$ cat config.mk
export PLATFORM = sky130hd
export DESIGN_NAME = dm_access_ctrl
export DESIGN_NICKNAME = d
export VERILOG_FILES = /design/src/rtl/dm_access_ctrl.sv
export SDC_FILE = /design/constraint.sdc
export NUM_CORES = 1
export LEC_CHECK = 0
export ABC_AREA = 1
export BUFFER_PORTS_ARGS = -buffer_cell sky130_fd_sc_hd__buf_2
export CAP_MARGIN = 20
export CORE_MARGIN = 1.5
export CORE_UTILIZATION = 48
export CTS_CLUSTER_SIZE = 24
export DETAILED_ROUTE_END_ITERATION = 8
export GPL_ROUTABILITY_DRIVEN = 0
export PLACE_DENSITY = 0.92
export SLEW_MARGIN = 20
export SYNTH_ARGS = -nofsm -noshare
export SYNTH_HDL_FRONTEND = slang
export SYNTH_SLANG_ARGS = --single-unit
$ cat constraint.sdc
create_clock -name clk -period 1.9 [get_ports clk]
set_clock_uncertainty 0.15 [all_clocks]
set_input_delay 0.475 -clock clk [delete_from_list [all_inputs] [get_ports clk]]
set_output_delay 0.475 -clock clk [all_outputs]
set_load 0.01 [all_outputs]
$ cat src/rtl/dm_access_ctrl.sv
// dm_access_ctrl: MEM-stage data-memory access sequencer.
// Latches the EX/MEM load/store request, runs a req/ready handshake on the
// data-memory port, stalls the pipeline until completion and returns the
// aligned, sign/zero-extended load result.
// Optional feature macro: DM_TIMEOUT_EN (abort an access stuck in REQ).
//
// state | meaning
// ------+--------------------------------------------------------------
// IDLE  | waiting for a load/store; latches the request when one appears
// REQ   | dm_req held high with stable address/data until dm_ready
// DONE  | access finished; pipeline released; load_valid/dm_err pulse
module dm_access_ctrl #(
    parameter int TIMEOUT_CYCLES = 255
) (
    input  logic        clk,
    input  logic        reset,
    input  logic        MEM_MemRead,
    input  logic        MEM_write_signal,
    input  logic [3:0]  MEM_MemWrite,
    input  logic [31:0] MEM_ALU_out,
    input  logic [31:0] MEM_memory_in,
    input  logic [2:0]  MEM_funct3,
    input  logic        flush,
    input  logic        dm_ready,
    input  logic [31:0] dm_rdata,
    output logic        dm_req,
    output logic        dm_oe,
    output logic [3:0]  dm_web,
    output logic [31:0] dm_addr,
    output logic [31:0] dm_wdata,
    output logic        dm_stall,
    output logic [31:0] load_data,
    output logic        load_valid,
    output logic        dm_err
);

    localparam logic [1:0] S_IDLE = 2'd0;
    localparam logic [1:0] S_REQ  = 2'd1;
    localparam logic [1:0] S_DONE = 2'd2;

    logic [1:0]  state_q, state_d;
    logic        req_q, req_d;
    logic        oe_q, oe_d;
    logic [3:0]  web_q, web_d;
    logic [31:0] addr_q, addr_d;
    logic [31:0] wdata_q, wdata_d;
    logic [2:0]  funct3_q, funct3_d;
    logic        is_load_q, is_load_d;
    logic        drop_q, drop_d;
    logic [31:0] load_data_q, load_data_d;
    logic        load_valid_q, load_valid_d;
    logic        err_q, err_d;
    logic        access;

`ifdef DM_TIMEOUT_EN
    localparam int CW = ($clog2(TIMEOUT_CYCLES + 1) > 8) ? $clog2(TIMEOUT_CYCLES + 1) : 8;
    logic [CW-1:0] cnt_q, cnt_d;
`else
    logic unused_timeout_cfg;
    assign unused_timeout_cfg = (TIMEOUT_CYCLES == 0);
`endif

    // Byte/half selection by the latched low address bits, then extension by load type.
    function automatic logic [31:0] align_load(input logic [31:0] rdata,
                                               input logic [1:0]  lane,
                                               input logic [2:0]  f3);
        logic [7:0]  b;
        logic [15:0] h;
        b = rdata[{lane, 3'b000} +: 8];
        h = lane[1] ? rdata[31:16] : rdata[15:0];
        case (f3)
            3'b000:  align_load = {{24{b[7]}}, b};
            3'b100:  align_load = {24'h0, b};
            3'b001:  align_load = {{16{h[15]}}, h};
            3'b101:  align_load = {16'h0, h};
            default: align_load = rdata;
        endcase
    endfunction

    assign access = MEM_MemRead | MEM_write_signal;

    // Pipeline hold: combinational in IDLE so the request stalls in its own cycle.
    always_comb begin
        dm_stall = 1'b0;
        if (!reset) begin
            case (state_q)
                S_IDLE:  dm_stall = access & ~flush;
                S_REQ:   dm_stall = 1'b1;
                default: dm_stall = 1'b0;
            endcase
        end
    end

    // Next-state and registered-output computation for the access sequence.
    always_comb begin
        state_d      = state_q;
        req_d        = req_q;
        oe_d         = oe_q;
        web_d        = web_q;
        addr_d       = addr_q;
        wdata_d      = wdata_q;
        funct3_d     = funct3_q;
        is_load_d    = is_load_q;
        drop_d       = drop_q;
        load_data_d  = load_data_q;
        load_valid_d = 1'b0;
        err_d        = 1'b0;
`ifdef DM_TIMEOUT_EN
        cnt_d        = cnt_q;
`endif
        case (state_q)
            S_IDLE: begin
                if (access && !flush) begin
                    // Store wins when both request bits are set.
                    state_d   = S_REQ;
                    req_d     = 1'b1;
                    is_load_d = ~MEM_write_signal;
                    oe_d      = ~MEM_write_signal;
                    web_d     = MEM_write_signal ? MEM_MemWrite : 4'hf;
                    addr_d    = MEM_ALU_out;
                    wdata_d   = MEM_memory_in;
                    funct3_d  = MEM_funct3;
                    drop_d    = 1'b0;
`ifdef DM_TIMEOUT_EN
                    cnt_d     = '0;
`endif
                end
            end
            S_REQ: begin
                // A flush cannot abandon the bus cycle; it only suppresses the result.
                drop_d = drop_q | flush;
                if (dm_ready) begin
                    state_d      = S_DONE;
                    req_d        = 1'b0;
                    oe_d         = 1'b0;
                    web_d        = 4'hf;
                    if (is_load_q) begin
                        load_data_d = align_load(dm_rdata, addr_q[1:0], funct3_q);
                    end
                    load_valid_d = is_load_q & ~(drop_q | flush);
                end
`ifdef DM_TIMEOUT_EN
                else if (int'(cnt_q) >= TIMEOUT_CYCLES - 1) begin
                    state_d     = S_DONE;
                    req_d       = 1'b0;
                    oe_d        = 1'b0;
                    web_d       = 4'hf;
                    load_data_d = '0;
                    err_d       = 1'b1;
                end else begin
                    cnt_d = cnt_q + 1'b1;
                end
`endif
            end
            S_DONE: begin
                // The finished instruction is still presented here; never re-accept it.
                state_d = S_IDLE;
                drop_d  = 1'b0;
            end
            default: begin
                state_d = S_IDLE;
                req_d   = 1'b0;
                oe_d    = 1'b0;
                web_d   = 4'hf;
            end
        endcase
    end

    // State and output registers with synchronous reset.
    always_ff @(posedge clk) begin
        if (reset) begin
            state_q      <= S_IDLE;
            req_q        <= 1'b0;
            oe_q         <= 1'b0;
            web_q        <= 4'hf;
            addr_q       <= '0;
            wdata_q      <= '0;
            funct3_q     <= '0;
            is_load_q    <= 1'b0;
            drop_q       <= 1'b0;
            load_data_q  <= '0;
            load_valid_q <= 1'b0;
            err_q        <= 1'b0;
`ifdef DM_TIMEOUT_EN
            cnt_q        <= '0;
`endif
        end else begin
            state_q      <= state_d;
            req_q        <= req_d;
            oe_q         <= oe_d;
            web_q        <= web_d;
            addr_q       <= addr_d;
            wdata_q      <= wdata_d;
            funct3_q     <= funct3_d;
            is_load_q    <= is_load_d;
            drop_q       <= drop_d;
            load_data_q  <= load_data_d;
            load_valid_q <= load_valid_d;
            err_q        <= err_d;
`ifdef DM_TIMEOUT_EN
            cnt_q        <= cnt_d;
`endif
        end
    end

    assign dm_req     = req_q;
    assign dm_oe      = oe_q;
    assign dm_web     = web_q;
    assign dm_addr    = {addr_q[31:2], 2'b00};
    assign dm_wdata   = wdata_q;
    assign load_data  = load_data_q;
    assign load_valid = load_valid_q;
    assign dm_err     = err_q;

endmodule

==> flow_summary.yaml, run 1 <==
outcome:
  status: "finished with violations"
  violations: "setup timing"
place:
  place_area_um2: 5986
  dp_hpwl_mm: 9.583
  place.port_buffers: 210
route:
  wirelength_mm: 12.90
  vias: 4825
  routedWlPerCell_um: 13.07
  ant_nets: 0
  first_pass_iters: 5
  vias_per_cell: 4.889
  drtIter0Drc: 337
  post-route-drc-count: 0
yosys:
  yosysWarnings: 0
  ys_ff_latch: 110
  synth_xor_area_share_pct: 0
  synth_compound_area_share_pct: 18.85
  synthMuxAreaShare_pct: 0
  yosys.area.top_type: "dfxtp_1"
  synth.distinct_cells: 38
  async_flop_share_pct: 0
  ys.flop_type: "dfxtp_1"
  synth-simple-area-share_pct: 22.35
  yosysMostFrequentCell: "nand2_1"
  synth.area.top_cells: "dfxtp_1 (43%), nand2_1 (15%), a21oi_1 (8.1%)"
  yosysSeqAreaShare_pct: 43.36
  synth_area_um2: 5079
  synth_common_cells: "nand2_1 (199), dfxtp_1 (110), a21oi_1 (82), inv_1 (55), o21ai_0 (53)"
  avgSynthCellArea_um2: 7.502
  synth_top_family_by_area: "simple AND/OR/NAND/NOR gates"
  synth_top_area_share_pct: 43.36
  synth-edff-count: 0
  postSynthCellCount: 677
  synthAdderAreaFrac_pct: 0.9855
power:
  p_leak_nw: 3.154
  vdd_ir_drop_max_uv: 736.4
  power_density_nw_per_um2: 1138
worst_setup_path:
  crit_start: "state_q[0]$_SDFFE_PP0P_"
  rrSetupSlack_ns: 0.15
  cp-end-kind: "output pin"
  required_ns: 1.27
  critPathLaunchType: "register"
  reg2reg_from: "state_q[0]$_SDFFE_PP0P_"
  arrival_ns: 1.35
  cp_max_fo: 3
  worstSetupPathType: "register to output pin"
timing:
  finalCritPeriodShare_pct: 104.0
  fmax_ghz: 0.5063
  setup-tns-final_ns: -0.07514
  setup_violations: 1
  finalWorstSetupSlack_ns: -0.07514
  period_minus_slack_ns: 1.975
  rsz0062_at_grt: "true"
  drv_slew: 0
  hold_violations: 0
worst_hold_path:
  min-delay-start: "flush"
  min_path_type: "input port to register"
layout:
  diodes: 0
  fillers: 959
  final_area_um2: 6261
  syn_to_final_growth_pct: 23.28
  drive_gt1_share_pct: 33.73
  final_nets: 959
clock_network:
  cts_tree: "built"
  root_buffer: "clkbuf_8"
  cts-buffers-inserted: 9
  cts_buffer_depth: 2
  path_clk_slew_ns: 0.10
  h-tree-depth: 3
  clk_latency_ns: 0.37
  clock-sinks: 110
floorplan:
  fp.dieH_um: 105.9
  die_x_um: 105.9
  start_util_pct: 49.42
  io_pins: 214
  coreArea_um2: 10280
  dieArea_um2: 11210
  rows: 37
global_route:
  grt_max_degree: 55
  grt_pass1_wl_mm: 20.49
  antenna_found_initial: 0
  grt_use_total_pct: 22.53
  gr-total-overflow: 0
  grt_pass1_vias: 4364
job:
  maxCapViolations: 0
[metal layers]
metal,up-vias,wire length (um),track usage [%]
met4,0,278,8.687
met5,-,0,0
met3,24,845,4.762
met2,177,6234,36.97
met1,2158,5541,28.98
li1,2466,-,-
[what timing repair did]
item                                    in CTS  in global routing
pin swaps                                    2                  2
endpoints found under the setup margin       1                  1
resized for setup                           11                  0
setup buffers                                2                  2
hold buffers                                 0                  0
[where the power goes]
group / switching (mW) / internal, mW
logic: 1.71 / 1.06
registers: 0.209 / 2.69
clock network: 0.823 / 0.629
total: 2.74 / 4.38
[cells by family (layout without fill, tap and decap cells)]
family	count (synthesis)	in the layout
AND/OR/NAND/NOR	259	259
AO/OA/AOI/OAI	168	168
buffers and inverters	135	307
flip-flops	110	110
adder cells (fa/ha/maj)	4	4
other	1	3
[cell usage in the layout, fill, tap and decap left out, drive strengths merged, types with 3 or more instances in the layout]
cell    instances
a21o            6
a21oi          82
buf           228
clkbuf          9
conb            3
dfxtp         110
ha              4
inv            66
nand2         204
nand3          20
nand4           3
nor2           24
nor3            4
o211ai          4
o21ai          54
o21bai         16
[critical path: stages (launching register included)]
cell     delay (ns)
dfxtp_2        0.35
inv_2          0.08
ha_4           0.16
nand3_4        0.09
a21oi_2        0.14
buf_2          0.16
[sequential cells by signal (all words and copies together) (netlist names)]
| signal | count |
|---|---|
| is_load_q | 1 |
| dm_req | 1 |
| load_data | 32 |
| dm_web | 4 |
| addr_q | 32 |
| dm_oe | 1 |
| dm_wdata | 32 |
| drop_q | 1 |
| funct3_q | 3 |
| state_q | 2 |
| load_valid | 1 |
[path summary, 6_finish.rpt]
path | endpoint | cells past startpoint
min | load_valid$_SDFF_PP0_ | 2
max reg2reg | dm_web[2]$_SDFFE_PP1P_ | 6
min reg2reg | addr_q[31]$_SDFFE_PP0P_ | 2
max | dm_stall | 5
[per-stage QoR]
step	utilization [%]	instances	setup slack, ns	hold slack (ns)	total power [mW]
after floorplan	-	679	0.01192	0.2665	4.926
after global placement	58.24	967	0.07670	0.2898	5.463
after detailed placement	58.24	967	0.02629	0.3003	5.539
after CTS	60.77	985	-0.09970	0.1362	7.103
after global routing	60.92	987	-0.1413	0.1370	7.585
final	60.92	987	-0.07514	0.1612	7.126
[cell type report]
cell class	instances	area [um^2]	share of cell area, %
Multi-Input combinational cell	434	2195	35.05
Clock buffer	9	123.9	1.978
Inverter	63	239.0	3.817
Clock inverter	7	80.08	1.279
Timing Repair Buffer	228	1249	19.94
Sequential cell	110	2205	35.21
Tap cell	136	170.2	2.718
(Power assumes the default switching activity.)
==> inputs of run 2 (changes only) <==
--- a/config.mk
+++ b/config.mk
@@ -5,11 +5,10 @@
 export SDC_FILE = /design/constraint.sdc
 export NUM_CORES = 1
 export LEC_CHECK = 0
-export ABC_AREA = 1
 export BUFFER_PORTS_ARGS = -buffer_cell sky130_fd_sc_hd__buf_2
 export CAP_MARGIN = 20
 export CORE_MARGIN = 1.5
-export CORE_UTILIZATION = 48
+export CORE_UTILIZATION = 47
 export CTS_CLUSTER_SIZE = 24
 export DETAILED_ROUTE_END_ITERATION = 8
 export GPL_ROUTABILITY_DRIVEN = 0
==> run 2 against run 1 <==
  * The run still ends with setup timing left
  * Sequential power is 9.3% lower
  * Sequential share of layout area is 0.85 points higher
  * Worst setup slack better by 0.049 ns
  * Global-route usage hardly changed
  * Utilization is 1.1 points higher
  * First-iteration DRC count is 47% lower
  * Cell area is 2.4% lower
  * Critical endpoint unchanged
  * Largest power group unchanged
==> flow_summary.yaml, run 2 <==
outcome:
  status: "finished with violations"
  violations: "setup timing"
layout:
  final_nets: 877
  syn_to_final_growth_pct: 27.31
  final_common_cell: "buf_2"
  final_cells: 900
  final_area_um2: 6113
  drive_gt1_share_pct: 36.64
  diodes: 0
  final_cell_mix: "buf_2 (209), nand2_1 (158), dfxtp_1 (108)"
clock_network:
  clk_latency_ns: 0.35
  h-tree-depth: 3
  cts-buffers-inserted: 9
  clock-sinks: 110
  cts_tree: "built"
  path_clk_slew_ns: 0.09
  root_buffer: "clkbuf_8"
  cts_buffer_depth: 2
place:
  dp_cells: 881
  place.port_buffers: 210
  place_area_um2: 5823
  dp_hpwl_mm: 9.242
floorplan:
  fp.dieH_um: 104.1
  io_pins: 214
  coreArea_um2: 9864
  die_x_um: 104.1
  start_util_pct: 48.68
  dieArea_um2: 10830
  rows: 36
timing:
  drv_slew: 0
  hold_violations: 0
  finalCritPeriodShare_pct: 101.4
  finalWorstSetupSlack_ns: -0.02659
  period_minus_slack_ns: 1.927
  fmax_ghz: 0.5191
  setup_violations: 1
  rsz0062_at_grt: "true"
  setup-tns-final_ns: -0.02659
worst_setup_path:
  cp-end-kind: "output pin"
  crit_slowest_cell: "dfxtp_2"
  required_ns: 1.27
  cpPeakStageDelay_ns: 0.35
  arrival_ns: 1.30
  critPathLaunchType: "register"
  cp_cell_sequence: "inv_4, ha_4, inv_4, nor2_4, nor2_2, nor2_2, buf_2"
  worstSetupPathType: "register to output pin"
  cp_max_fo: 3
global_route:
  antenna_found_initial: 0
  grt_use_total_pct: 22.55
  gr-total-overflow: 0
  grt_pass1_wl_mm: 20.10
  grt_max_degree: 52
  grt_pass1_vias: 4380
job:
  maxCapViolations: 0
route:
  routedWlPerCell_um: 13.79
  vias_per_cell: 5.092
  vias: 4583
  post-route-drc-count: 0
  wirelength_mm: 12.41
  ant_nets: 0
  drtIter0Drc: 180
  first_pass_iters: 4
yosys:
  yosys.area.top_type: "dfxtp_1"
  yosysMostFrequentCell: "nand2_1"
  yosysSeqAreaShare_pct: 45.86
  synth.area.top_cells: "dfxtp_1 (46%), nand2_1 (12%), a21oi_1 (8.4%)"
  yosysWarnings: 0
  synth_common_cells: "nand2_1 (158), dfxtp_1 (110), a21oi_1 (81), buf_4 (40), nor2_1 (37)"
  postSynthCellCount: 590
  avgSynthCellArea_um2: 8.139
  synth-edff-count: 0
  ys_ff_latch: 110
  synth_area_um2: 4802
  ys.flop_type: "dfxtp_1"
  synth_top_area_share_pct: 45.86
  async_flop_share_pct: 0
  synth.distinct_cells: 41
worst_hold_path:
  min_path_type: "input port to register"
power:
  p_leak_nw: 2.671
  vdd_ir_drop_max_uv: 493.6
  power_density_nw_per_um2: 937.0
-- run 2: cell type report --
| class | instances | area, um^2 |
|---|---|---|
| well taps | 133 | 166.4 |
| fillers | 885 | 3751 |
| repair buffers | 237 | 1331 |
| clock inverters | 4 | 97.59 |
| inverters | 5 | 23.77 |
| multi-input cells | 401 | 2162 |
| clock buffers | 10 | 127.6 |
| flip-flops and latches | 110 | 2205 |
-- run 2: cells by family (layout without fill, tap and decap cells) --
group / count (synthesis) / in the layout / share of synthesized area, %
buf+inv: 81 / 256 / 9.849
compound gates: 130 / 130 / 17.54
fa+ha+maj: 4 / 4 / 1.042
flops: 110 / 110 / 45.86
mux: 15 / 15 / 3.361
other cells: 1 / 3 / 0.07809
simple gates: 249 / 249 / 22.28
-- run 2: power breakdown --
| part | switching (mW) | total [mW] | internal [mW] |
|---|---|---|---|
| logic | 0.838 | 1.50 | 0.660 |
| registers | 0.116 | 2.63 | 2.52 |
| clock network | 0.734 | 1.60 | 0.863 |
-- run 2: timing repair --
action | in CTS | in global routing
hold buffers | 0 | 0
endpoints found under the setup margin | 1 | 8
buffers inserted | 5 | 0
gates resized for setup | 9 | 3
pin swaps | 3 | 1
-- run 2: critical path, delay by kind of cell (launching register included) --
family | cells | cell delay [ns]
buffers and inverters | 3 | 0.24
adder cells (fa/ha/maj) | 1 | 0.15
AND/OR/NAND/NOR | 3 | 0.21
flip-flops | 1 | 0.35
-- run 2: per-stage QoR --
| step | hold slack [ns] | util, % | worst slack, ns | power [mW] |
|---|---|---|---|---|
| floorplan | 0.2706 | - | 0.003931 | 3.626 |
| global placement | 0.2879 | 59.03 | 0.06401 | 4.052 |
| detailed placement | 0.2930 | 59.03 | 0.02984 | 4.100 |
| CTS | 0.1393 | 61.90 | -0.06210 | 5.763 |
| global route | 0.1512 | 61.97 | -0.09358 | 6.037 |
| finish | 0.1565 | 61.97 | -0.02659 | 5.728 |
-- run 2: per-layer routing --
layer	global-route usage [%]	part of all wire, %	vias up
met1	25.33	40	2102
met5	0	0	-
met4	9.325	2.5	0
met2	40.02	50	174
met3	6.266	7.1	27
li1	-	-	2280
-- run 2: final timing paths --
| kind | from | to | slack (ns) | depth (start not counted) |
|---|---|---|---|---|
| worst min register to register | drop_q$_SDFFE_PP0P_ | load_valid$_SDFF_PP0_ | 0.30 | 1 |
| worst max register to register | state_q[1]$_SDFFE_PP0P_ | dm_web[3]$_SDFFE_PP1P_ | 0.10 | 6 |
| worst max-delay path | state_q[1]$_SDFFE_PP0P_ | dm_stall | -0.03 | 7 |
| worst min-delay path | flush | load_valid$_SDFF_PP0_ | 0.16 | 2 |
